--- config.mk ---
export PLATFORM = sky130hd
export DESIGN_NAME = br_pred_update_ctrl
export DESIGN_NICKNAME = d
export VERILOG_FILES = /design/src/rtl/br_pred_update_ctrl.sv
export SDC_FILE = /design/constraint.sdc
export NUM_CORES = 1
export LEC_CHECK = 0
export ABC_AREA = 1
export CAP_MARGIN = 30
export CORE_AREA = 2 2 57 112
export DETAILED_ROUTE_END_ITERATION = 8
export DIE_AREA = 0 0 59 114
export PLACE_DENSITY = 0.72
export SYNTH_ARGS = -nofsm -noshare
export SYNTH_HDL_FRONTEND = slang
export SYNTH_SLANG_ARGS = --single-unit
--- constraint.sdc ---
create_clock -name clk -period 1.7 [get_ports clk]
set_clock_uncertainty 0.05 [all_clocks]
set_input_delay 0.34 -clock clk [delete_from_list [all_inputs] [get_ports clk]]
set_output_delay 0.34 -clock clk [all_outputs]
set_load 0.05 [all_outputs]
--- src/rtl/br_pred_update_ctrl.sv ---
// -----------------------------------------------------------------------------
// br_pred_update_ctrl
//
// Purpose
//   Glue between fetch/execute and a 2-bit-counter pattern history table.
//   It does three jobs:
//     * Forms the gshare read index from the fetch PC and the speculative
//       global history register (GHR). The GHR shifts in each fetched
//       conditional branch's prediction.
//     * Queues resolved-branch outcomes in a small FIFO. A three-state
//       drain FSM retires them as one registered PHT write strobe per cycle.
//     * Repairs the GHR from the branch's own history snapshot on a
//       misprediction, and pulses mis_predict one cycle later.
//
// Parameters
//   PHTIDX  PHT index width (2**PHTIDX entries)
//   GHRLEN  GHR width, 2 <= GHRLEN <= PHTIDX (zero-extended before the XOR)
//   QDEPTH  update FIFO depth, power of two, >= 2
//
// Ports
//   clk, rst        clock; asynchronous active-high reset
//   fetch_valid/pc/opcode   fetch slot; opcode 7'b1100011 is a conditional branch
//   pht_r_idx       combinational PHT read index
//   pred_result     PHT prediction for pht_r_idx
//   pred_taken      pred_result qualified by a valid branch fetch
//   fetch_ghr       GHR before this fetch's shift (carried down the pipe)
//   resolve_*       resolved-branch offer; resolve_ready = FIFO not full
//   upd_stall       PHT write port busy, hold the drain
//   pht_w_idx, br_en, update_pht   registered PHT write request
//   mis_predict     one-cycle pulse after a mispredicted resolve handshake
//
// Configuration
//   BP_STATS_EN  when defined, adds br_cnt (resolve handshakes) and
//                mispred_cnt (mispredicts) 32-bit wrapping counters.
// -----------------------------------------------------------------------------
module br_pred_update_ctrl #(
    parameter int PHTIDX = 4,
    parameter int GHRLEN = 4,
    parameter int QDEPTH = 4
) (
    input  logic              clk,
    input  logic              rst,

    input  logic              fetch_valid,
    input  logic [31:0]       fetch_pc,
    input  logic [6:0]        fetch_opcode,
    output logic [PHTIDX-1:0] pht_r_idx,
    input  logic              pred_result,
    output logic              pred_taken,
    output logic [GHRLEN-1:0] fetch_ghr,

    input  logic              resolve_valid,
    output logic              resolve_ready,
    input  logic [31:0]       resolve_pc,
    input  logic              resolve_taken,
    input  logic              resolve_pred,
    input  logic [GHRLEN-1:0] resolve_ghr,

    input  logic              upd_stall,
    output logic [PHTIDX-1:0] pht_w_idx,
    output logic              br_en,
    output logic              update_pht,
    output logic              mis_predict
`ifdef BP_STATS_EN
    ,
    output logic [31:0]       br_cnt,
    output logic [31:0]       mispred_cnt
`endif
);

    localparam logic [6:0] OPC_BRANCH = 7'b1100011;
    localparam int         PW         = $clog2(QDEPTH);
    localparam int         EW         = PHTIDX + 1;   // {idx, taken}

    typedef enum logic [1:0] {
        S_IDLE,
        S_DRAIN,
        S_STALL
    } state_e;

    // gshare hash: word-aligned PC bits XOR left-zero-extended history.
    function automatic logic [PHTIDX-1:0] gshare_idx(
        input logic [PHTIDX-1:0] pc_bits,
        input logic [GHRLEN-1:0] ghr
    );
        return pc_bits ^ PHTIDX'(ghr);
    endfunction

    // -------------------------------------------------------------------------
    // Declarations
    // -------------------------------------------------------------------------
    logic [GHRLEN-1:0] ghr_q, ghr_d;

    logic [EW-1:0]     mem_q [QDEPTH];
    logic [PW-1:0]     wr_ptr_q, rd_ptr_q;
    logic [PW:0]       count_q, count_d;
    logic [EW-1:0]     head;

    state_e            state_q, state_d;

    logic [PHTIDX-1:0] pht_w_idx_q;
    logic              br_en_q;
    logic              update_pht_q;
    logic              mis_predict_q;

    logic              fetch_branch;
    logic              full;
    logic              empty;
    logic              push;
    logic              pop;
    logic              mispred;
    logic [PHTIDX-1:0] resolve_idx;

    // PC bits outside the hash window are intentionally ignored.
    logic              unused_pc_bits;
    assign unused_pc_bits = ^{fetch_pc[31:PHTIDX+2], fetch_pc[1:0],
                              resolve_pc[31:PHTIDX+2], resolve_pc[1:0]};

    // -------------------------------------------------------------------------
    // Fetch side: lookup index, qualified prediction, history snapshot
    // -------------------------------------------------------------------------
    assign fetch_branch = fetch_valid && (fetch_opcode == OPC_BRANCH);
    assign pht_r_idx    = gshare_idx(fetch_pc[PHTIDX+1:2], ghr_q);
    assign pred_taken   = fetch_branch && pred_result;
    assign fetch_ghr    = ghr_q;

    // -------------------------------------------------------------------------
    // Resolve side: handshake and mispredict detection
    // -------------------------------------------------------------------------
    assign full          = (count_q == (PW+1)'(QDEPTH));
    assign empty         = (count_q == '0);
    // No write bypass when full: a same-cycle pop does not free a slot.
    assign resolve_ready = !full;
    assign push          = resolve_valid && !full;
    assign mispred       = push && (resolve_taken != resolve_pred);
    assign resolve_idx   = gshare_idx(resolve_pc[PHTIDX+1:2], resolve_ghr);

    // GHR next state: repair beats the speculative shift, since a fetch in
    // the same cycle as the repair is on the wrong path.
    always_comb begin
        // NOTE: every always_comb target gets a default first so that no
        // path leaves it unassigned; otherwise a latch is inferred.
        ghr_d = ghr_q;
        if (mispred) begin
            ghr_d = {resolve_ghr[GHRLEN-2:0], resolve_taken};
        end else if (fetch_branch) begin
            ghr_d = {ghr_q[GHRLEN-2:0], pred_result};
        end
    end

    always_ff @(posedge clk or posedge rst) begin
        // NOTE: state registers use non-blocking assignments so that every
        // flop samples pre-edge values regardless of statement order.
        if (rst) ghr_q <= '0;
        else     ghr_q <= ghr_d;
    end

    // -------------------------------------------------------------------------
    // Update FIFO
    // -------------------------------------------------------------------------
    assign head = mem_q[rd_ptr_q];

    always_comb begin
        count_d = count_q;
        unique case ({push, pop})
            2'b10:   count_d = count_q + 1'b1;
            2'b01:   count_d = count_q - 1'b1;
            default: count_d = count_q;   // idle, or push+pop cancels out
        endcase
    end

    // NOTE: the storage array is not reset. Only the pointers and the count
    // decide which entries are live, so resetting the data would only cost
    // reset fan-out.
    always_ff @(posedge clk) begin
        if (push) mem_q[wr_ptr_q] <= {resolve_idx, resolve_taken};
    end

    // Pointers are PW bits wide, so they wrap modulo QDEPTH on their own.
    always_ff @(posedge clk or posedge rst) begin
        if (rst) begin
            wr_ptr_q <= '0;
            rd_ptr_q <= '0;
            count_q  <= '0;
        end else begin
            if (push) wr_ptr_q <= wr_ptr_q + 1'b1;
            if (pop)  rd_ptr_q <= rd_ptr_q + 1'b1;
            count_q <= count_d;
        end
    end

    // -------------------------------------------------------------------------
    // Drain FSM
    //   IDLE  : nothing queued. A push moves to DRAIN on the same edge, so the
    //           entry is popped the next cycle (never in its push cycle).
    //   DRAIN : pops the head each cycle unless upd_stall is high.
    //   STALL : head held until upd_stall drops.
    // -------------------------------------------------------------------------
    always_comb begin
        state_d = state_q;
        pop     = 1'b0;
        unique case (state_q)
            S_IDLE: begin
                if (push || !empty) state_d = S_DRAIN;
            end
            S_DRAIN: begin
                if (empty) begin
                    state_d = push ? S_DRAIN : S_IDLE;
                end else if (upd_stall) begin
                    state_d = S_STALL;
                end else begin
                    pop = 1'b1;
                    // The last entry leaves with no refill arriving.
                    if ((count_q == (PW+1)'(1)) && !push) state_d = S_IDLE;
                end
            end
            S_STALL: begin
                if (!upd_stall) state_d = S_DRAIN;
            end
            default: state_d = S_IDLE;
        endcase
    end

    always_ff @(posedge clk or posedge rst) begin
        if (rst) state_q <= S_IDLE;
        else     state_q <= state_d;
    end

    // -------------------------------------------------------------------------
    // Registered PHT write request and mispredict pulse
    // -------------------------------------------------------------------------
    always_ff @(posedge clk or posedge rst) begin
        if (rst) begin
            pht_w_idx_q   <= '0;
            br_en_q       <= 1'b0;
            update_pht_q  <= 1'b0;
            mis_predict_q <= 1'b0;
        end else begin
            update_pht_q  <= pop;
            mis_predict_q <= mispred;
            if (pop) begin
                pht_w_idx_q <= head[EW-1:1];
                br_en_q     <= head[0];
            end
        end
    end

    assign pht_w_idx   = pht_w_idx_q;
    assign br_en       = br_en_q;
    assign update_pht  = update_pht_q;
    assign mis_predict = mis_predict_q;

`ifdef BP_STATS_EN
    // -------------------------------------------------------------------------
    // Statistics: both counters advance on the edge that registers the event
    // and wrap naturally at 2**32.
    // -------------------------------------------------------------------------
    logic [31:0] br_cnt_q;
    logic [31:0] mispred_cnt_q;

    always_ff @(posedge clk or posedge rst) begin
        if (rst) begin
            br_cnt_q      <= '0;
            mispred_cnt_q <= '0;
        end else begin
            if (push)    br_cnt_q      <= br_cnt_q + 32'd1;
            if (mispred) mispred_cnt_q <= mispred_cnt_q + 32'd1;
        end
    end

    assign br_cnt      = br_cnt_q;
    assign mispred_cnt = mispred_cnt_q;
`endif

endmodule
# Yosys cells after proc, flatten, opt, wreduce, memory -nomap -nowiden
# Memories as Yosys holds them, arrays and structs flattened. A register that Yosys moved wholly into a read port is not among the register bits.
# Index checks and enable logic that the tools add are counted.
# classes
mux,15
eq_ne,11
bitwise_logic,2
n_reduce_logical,14
n_addsub,4
# op_table
cell,count
2-bit 2-to-1 mux,5
4-bit 2-to-1 mux,2
4-bit XOR,2
7-bit == test (second input constant),1
1-bit 2-to-1 mux,6
2-bit one-hot mux with 3 select lines,1
3-bit one-hot mux with 2 select lines,1
1-bit logical AND,5
2-bit by 1-bit adder with 2-bit output (second input constant),2
2-bit by 1-bit == test with 1-bit output (second input constant),2
2-bit == test (second input constant),2
2-bit != test (second input constant),2
4-bit != test (second input constant),1
2-bit nonzero test,2
3-bit by 1-bit adder with 3-bit output (second input constant),1
3-bit by 1-bit == test with 1-bit output (second input constant),1
3-bit == test (second input constant),1
1-bit zero test,3
3-bit zero test,1
3-bit AND reduction,1
3-bit by 1-bit subtractor with 3-bit output (second input constant),1
2-bit zero test,1
1-bit logical OR,1
1-bit != test,1
# word_totals
elab_cells,54
register_bits,15
output_inout_bits,17
memories,1
mem_bits_rw,20
in_bits,83
# memory_table
name,words,word_bits,rd,rd_ports_with_merged_regs,wr,line,source
mem_q,4,5,1,1,1,94,logic [EW-1:0] mem_q [QDEPTH];

# Logic depth before layout (Yosys ltp)
# Gate-level depths: netlist (run 1).
# depth
ltp_word,9
ltp_mapped,11

# Worst setup path before layout (run 1)
# Ideal clock, no wire load.
# synth_timing
kind,flip-flop to flip-flop
startpoint,reg count_q[0]
endpoint,reg count_q[2]
slack_ps,-216
path_buffers,0
path_stages_with_launch,10
t_arrival_ps,1748
setup_time_ps,118
cell_sequence,dfrtp_1 > inv_1 > ha_1 > nand2_2 > nand2_4 > ha_1 > nor2_1 > nand2_1 > xor2_1 > inv_1
# synth_between
elab_chain_cells,5
word_cells_on_any_way,12
cone_classes,2 x add/sub; 3 x eq/ne; 3 x mux; 4 x reduce/logical
# synth_lines
item,line,source
start: declaration,96,"logic [PW:0] count_q, count_d;"
start signal: assignment,188,count_q <= count_d;
3-bit == test *,130,assign full = (count_q == (PW+1)'(QDEPTH));
1-bit zero test *,n/a,
named net resolve_ready,53,"output logic resolve_ready,"
1-bit logical AND *,134,assign push = resolve_valid && !full;
2-bit by 1-bit == test with 1-bit output or 2-bit == test (tied branches),165,"unique case ({push, pop})"
3-bit one-hot mux with 2 select lines or 2-bit nonzero test (tied branches),n/a,
# The timed path passes the listed nets; every way through them passes the cells marked *.
# A chain may end at the register's enable or synchronous reset.

# Worst setup path after layout (run 1)
# layout_timing
startpoint,in fetch_pc[5]
endpoint,out pht_r_idx[3]
# layout_between
elab_chain_cells,1
# layout_lines
item,line,source
start: declaration,45,"input logic [31:0] fetch_pc,"
4-bit XOR,86,return pc_bits ^ PHTIDX'(ghr);
end: declaration,47,"output logic [PHTIDX-1:0] pht_r_idx,"
# No other way between the ends.

==> results of run 1 <==
==> Yosys cell counts, drive strengths merged <==
library cell	number
a21oi	1
buf	1
clkbuf	1
dfrtp	20
edfxtp	20
ha	9
inv	32
nand2	57
nand3	15
nor2	38
o21ai	14
xnor2	2
xor2	10
==> registers in the layout (all words and copies together), names as in the netlist <==
signal / cells
pht_w_idx: 4
update_pht: 1
br_en: 1
mem_q: 20
rd_ptr_q: 2
mis_predict: 1
state_q: 2
fetch_ghr: 4
wr_ptr_q: 2
count_q: 3
==> layout make-up <==
cell class | instances | area, sq um | area share [%]
flip-flops and latches | 40 | 1100 | 36.9
multi-input cells | 146 | 831 | 27.9
repair buffers | 66 | 676 | 22.7
clock buffers | 5 | 125 | 4.19
inverters | 32 | 125 | 4.19
well taps | 63 | 78.8 | 2.64
clock inverters | 3 | 46.3 | 1.55
==> per-layer routing <==
layer | part of all wire (%) | GRT usage, % | wire length (um)
met5 | 0 | 0 | 0
met4 | 1.3 | 4.24 | 53
met3 | 6.5 | 4.65 | 262
met2 | 56 | 25.6 | 2270
met1 | 36 | 13.0 | 1480
==> logic make-up after synthesis <==
kind of cell,Yosys count,synth area share [%]
adder cells (fa/ha/maj),9,5.62
AO/OA/AOI/OAI,15,3.75
AND/OR/NAND/NOR,110,23.7
buffers and inverters,34,6.68
flip-flops,40,55.0
XOR/XNOR,12,5.25
==> metrics by stage <==
step / cells / hold WS, ns / utilization, % / instance area (sq um)
final: 355 / 0.355 / 50.5 / 2980
after detailed placement: 341 / 0.420 / 46.5 / 2750
after global routing: 355 / 0.400 / 50.5 / 2980
after CTS: 353 / 0.365 / 50.0 / 2960
after floorplan: 220 / 0.254 / - / 2040
after global placement: 341 / 0.415 / 46.5 / 2750
==> critical path, cell delays in order <==
cell,delay [ns]
clkdlybuf4s50_1,0.50
xor2_2,0.20
buf_12,0.16
==> final timing paths <==
kind                                               start                       end  slack, ns  cells after the start
worst min register to register  pht_w_idx[2]$_DFFE_PP0P_  pht_w_idx[2]$_DFFE_PP0P_       0.44                      2
worst min-delay path                                 rst  pht_w_idx[1]$_DFFE_PP0P_       0.35                      3
worst max register to register    count_q[1]$_DFFE_PP0P_    count_q[2]$_DFFE_PP0P_       0.13                     11
worst max-delay path                         fetch_pc[5]              pht_r_idx[3]       0.11                      3
min in group clk                pht_w_idx[2]$_DFFE_PP0P_  pht_w_idx[2]$_DFFE_PP0P_       0.44                      2
max in group asynchronous                            rst  fetch_ghr[0]$_DFFE_PP0P_       1.03                      3
==> power by group through the flow <==
stage	Clock, mW	Combinational [mW]	Sequential, mW
2_1_floorplan	0	1.21	1.93
3_3_place_gp	0	2.46	1.63
3_5_place_dp	0	2.54	1.64
4_1_cts	1.10	2.58	1.63
5_1_grt	1.14	2.86	1.67
6_report	1.08	2.61	1.63
==> layout by cell type (no fill, tap or decap), types with 2 or more instances in the layout <==
cell / n
o21ai_0: 3
dfrtp_1: 20
inv_4: 2
dlygate4sd2_1: 8
nand2_1: 53
inv_1: 24
nand3_1: 14
edfxtp_1: 20
xnor2_1: 2
ha_4: 2
buf_4: 30
xor2_2: 4
clkbuf_16: 5
xor2_1: 6
o21ai_1: 11
ha_1: 7
clkdlybuf4s50_1: 18
nand2_4: 2
buf_12: 10
nor2_1: 36
nor2_2: 2
inv_2: 6
==> what timing repair did <==
item,in CTS,in global routing
setup endpoints to repair,3,2
pin swaps,3,3
resized for setup,11,3
buffers inserted,4,2
==> metrics.txt, run 1 <==
Cell variety after synth=21; Initial Util=33.9%; outcome=completed; Yosys reg bits=40; Crit. End Element=output pin; Longest Clk Path Bufs=2; first-pass GRT wire length=7000 um; WP data arrival=1.20 ns; total clock sinks=40; initial DRC count=31; Slew Viols, Final=0; Yosys top cell area share=30.0%; wire per inst=11.4 um; RSZ-0062 raised after global routing=false; final worst slack=0.109 ns; part of the power in combinational logic=49.1%; total design power=5.31 mW; part of the power in registers=30.7%; sw frac=40.1%; Core Rows=40; Avg Cell Area, Syn=9.11 sq um; vias in the first global route=1716; clock power share=20.3%; Total Routed Length=4060 um; crit path max fanout=1; Startpoint Class=input pin; synth top area cells=edfxtp_1, dfrtp_1, nand2_1, nor2_1, ha_1; Tot GR Track Use=13.5%; leading area contributor after synthesis=edfxtp_1; Worst VDD drop=0.834 mV; die footprint=6730 sq um; vias post-DR=1630; FMAX=629 MHz; pin count of the biggest net entering global routing=21; vias per cell=4.59; setup TNS=0 ns; min cycle time layout=1.59 ns; GRT overflow=0; Net Sw Power=2.13 mW; Antenna Diode Count=0; nets=383; initial antenna violation count=0; IO Pins=100; headroom to the max-slew limit=73.4%; data required time of the worst path=1.31 ns; hold buffers post-CTS=0; fillers=528; Cells after Synth=220; ratio of total power to cell area=1780 nW/um^2; Port Buffer Count=43; number of CTS-inserted buffers=5; Die H=114 um; Syn Nets=312; Root Buffer=clkbuf_16; clk slew on worst S/H paths=0.06 ns; synthesis-to-layout area growth=48.9%; mapped cell area=2000 sq um; Max-Cap Viols=0; share of layout cells above drive strength 1=23.6%; first drt pass iteration count=4; clock latency on the worst-skew pair=0.28 ns; Routed Antenna Nets=0; DRC viols=0; die width=59 um; final worst-path cycle share=93.6%; Worst Hold Class=in2async; H-tree depth=2; CTS tree=done; sequential fraction of the synthesis area=55.0%; crit path kind=in2out; DP Worst Slack=-0.128 ns; yosys warns=0; Core Region=5910 sq um; dpl hpwl=3120 um; Hold Vio Cnt, Final=0; Final setup viols=0; actual slew at the worst max-slew pin=0.400 ns; Lkg Pwr=1.40 nW; GP Congestion=0.803; internal power=3.18 mW
Note: power is estimated with default switching activity, not from simulation.
==> inputs of run 2 (changes only) <==
--- a/config.mk
+++ b/config.mk
@@ -7,10 +7,10 @@
 export LEC_CHECK = 0
 export ABC_AREA = 1
 export CAP_MARGIN = 30
-export CORE_AREA = 2 2 57 112
+export CORE_AREA = 2 2 83 77
 export DETAILED_ROUTE_END_ITERATION = 8
-export DIE_AREA = 0 0 59 114
-export PLACE_DENSITY = 0.72
+export DIE_AREA = 0 0 85 79
+export PLACE_DENSITY = 0.73
 export SYNTH_ARGS = -nofsm -noshare
 export SYNTH_HDL_FRONTEND = slang
 export SYNTH_SLANG_ARGS = --single-unit
==> run 2 against run 1 <==
  * Final cell count up 1.7%
  * Largest power group unchanged
  * Non-clock buffer count fell by 3
  * Setup slack got worse by 0.0044 ns
  * Register-to-register slack about the same
==> metrics.txt, run 2 (synthesis results as in run 1) <==
outcome=completed; final worst-path cycle share=93.8%; Crit path largest cell delay=0.50 ns; share of layout cells above drive strength 1=22.1%; Die H=79 um; min cycle time layout=1.60 ns; max FFs per register=20; Antenna Diode Count=0; die width=85 um; Max-Cap Viols=0; Startpoint Class=input pin; vias in the first global route=1495; Root Buffer=clkbuf_8; Core Region=5910 sq um; Total Routed Length=3870 um; number of CTS-inserted buffers=5; actual slew at the worst max-slew pin=0.420 ns; Crit. End Element=output pin; crit path kind=in2out; die footprint=6720 sq um; RSZ-0062 raised after global routing=false; DRC viols=0; synthesis-to-layout area growth=43.8%; data required time of the worst path=1.31 ns; clock power share=12.1%; CP cell instances=clkdlybuf4s50_1 -> xor2_2 -> buf_12; Biggest register=mem_q; Worst VDD drop=1.07 mV; Final setup viols=0; slowest CP cell=clkdlybuf4s50_1; pin count of the biggest net entering global routing=21; part of the power in registers=33.8%; CTS tree=done; internal power=2.78 mW; first-pass GRT wire length=6630 um; Slew Viols, Final=0; vias per cell=4.34; Tot GR Track Use=12.7%; IO Pins=100; part of the power in combinational logic=54.1%; CP top delay family=buffers and inverters; Longest Clk Path Bufs=2; crit path max fanout=1; wire per inst=10.7 um; fillers=550; most common cell after layout, fill and taps aside=nand2_1; GP Congestion=0.762; initial antenna violation count=0; Worst Hold Class=in2async; Hold Vio Cnt, Final=0; DP Worst Slack=-0.133 ns; initial DRC count=85; Routed Antenna Nets=0; Net Sw Power=2.05 mW; final worst slack=0.105 ns; sw frac=42.4%; vias post-DR=1566; CP Buf/Inv Count=2; headroom to the max-slew limit=72.0%; Lkg Pwr=1.35 nW; FMAX=627 MHz; GRT overflow=0; H-tree depth=2; nets=380; Core Util, Final=48.7%; dpl hpwl=2980 um; most frequent cells in the layout=nand2_1, nor2_1, buf_4, inv_1; Core Rows=27; first drt pass iteration count=4; WP data arrival=1.21 ns; clock latency on the worst-skew pair=0.28 ns; Port Buffer Count=43; Initial Util=33.9%; ratio of total power to cell area=1680 nW/um^2; total clock sinks=40; clk slew on worst S/H paths=0.08 ns
-- run 2: cell types whose count changed in the layout (fill, tap and decap cells not counted), sizes merged --
cell,change
bufinv,-1
buf,-3
clkbuf,+2
clkinv,+1
inv,-1
clkinvlp,-1
-- run 2: timing repair --
| action | in CTS | in global routing |
|---|---|---|
| hold buffers | 0 | 0 |
| pin swaps | 4 | 4 |
| setup endpoints to repair | 2 | 2 |
| buffers inserted | 0 | 3 |
| gates resized for setup | 11 | 3 |
-- run 2: area by class of cell --
class	instances	area [sq um]	area share [%]
Sequential cell	40	1100	38.2
Multi-Input combinational cell	146	831	28.8
Timing Repair Buffer	63	653	22.7
Inverter	32	125	4.34
Tap cell	72	90.1	3.13
Clock buffer	7	76.3	2.65
Clock inverter	1	5.00	0.174
-- run 2: final timing paths --
kind,start,to,slack (ns),depth (start not counted)
worst max-delay path,fetch_pc[4],pht_r_idx[2],0.10,3
worst min-delay path,rst,count_q[0]$_DFFE_PP0P_,0.33,3
worst max register to register,count_q[1]$_DFFE_PP0P_,count_q[2]$_DFFE_PP0P_,0.13,10
worst min register to register,pht_w_idx[1]$_DFFE_PP0P_,pht_w_idx[1]$_DFFE_PP0P_,0.43,2
max in group asynchronous,rst,fetch_ghr[1]$_DFFE_PP0P_,1.04,3
min in group clk,pht_w_idx[1]$_DFFE_PP0P_,pht_w_idx[1]$_DFFE_PP0P_,0.43,2
-- run 2: metal layers --
| layer | track usage, % | vias to the layer above | wire length, um |
|---|---|---|---|
| li1 | - | 816 | - |
| met1 | 15.0 | 686 | 1620 |
| met2 | 20.7 | 57 | 1830 |
| met3 | 6.24 | 7 | 368 |
| met4 | 3.49 | 0 | 56 |
| met5 | 0 | - | 0 |
-- run 2: worst min-delay path: cells and delay by family --
kind	cells	cell delay, ns
buf+inv	3	0.72
-- run 2: stage by stage --
step | setup TNS, ns | instances | hold slack (ns) | total power [mW] | instance area [sq um]
2_1_floorplan | -0.127 | 220 | 0.254 | 3.15 | 2040
3_3_place_gp | -0.307 | 350 | 0.420 | 4.11 | 2760
3_5_place_dp | -0.876 | 350 | 0.419 | 4.18 | 2760
4_1_cts | 0 | 358 | 0.342 | 4.80 | 2850
5_1_grt | 0 | 361 | 0.370 | 5.19 | 2880
6_report | 0 | 361 | 0.334 | 4.83 | 2880
-- run 2: power groups by stage --
stage               Clock (mW)  Combinational [mW]  Sequential (mW)
floorplan                    0                1.21             1.93
global placement             0                2.47             1.64
detailed placement           0                2.53             1.65
CTS                      0.600                2.57             1.64
global route             0.656                2.86             1.68
finish                   0.583                2.61             1.63
==> inputs of run 3 (changes only) <==
--- a/config.mk
+++ b/config.mk
@@ -11,6 +11,8 @@
 export DETAILED_ROUTE_END_ITERATION = 8
 export DIE_AREA = 0 0 85 79
 export PLACE_DENSITY = 0.73
+export SKIP_LAST_GASP = 1
+export SLEW_MARGIN = 5
 export SYNTH_ARGS = -nofsm -noshare
 export SYNTH_HDL_FRONTEND = slang
 export SYNTH_SLANG_ARGS = --single-unit
==> results of run 3 <==
Same layout as run 2: the final DEF is identical, and so are final timing and power.
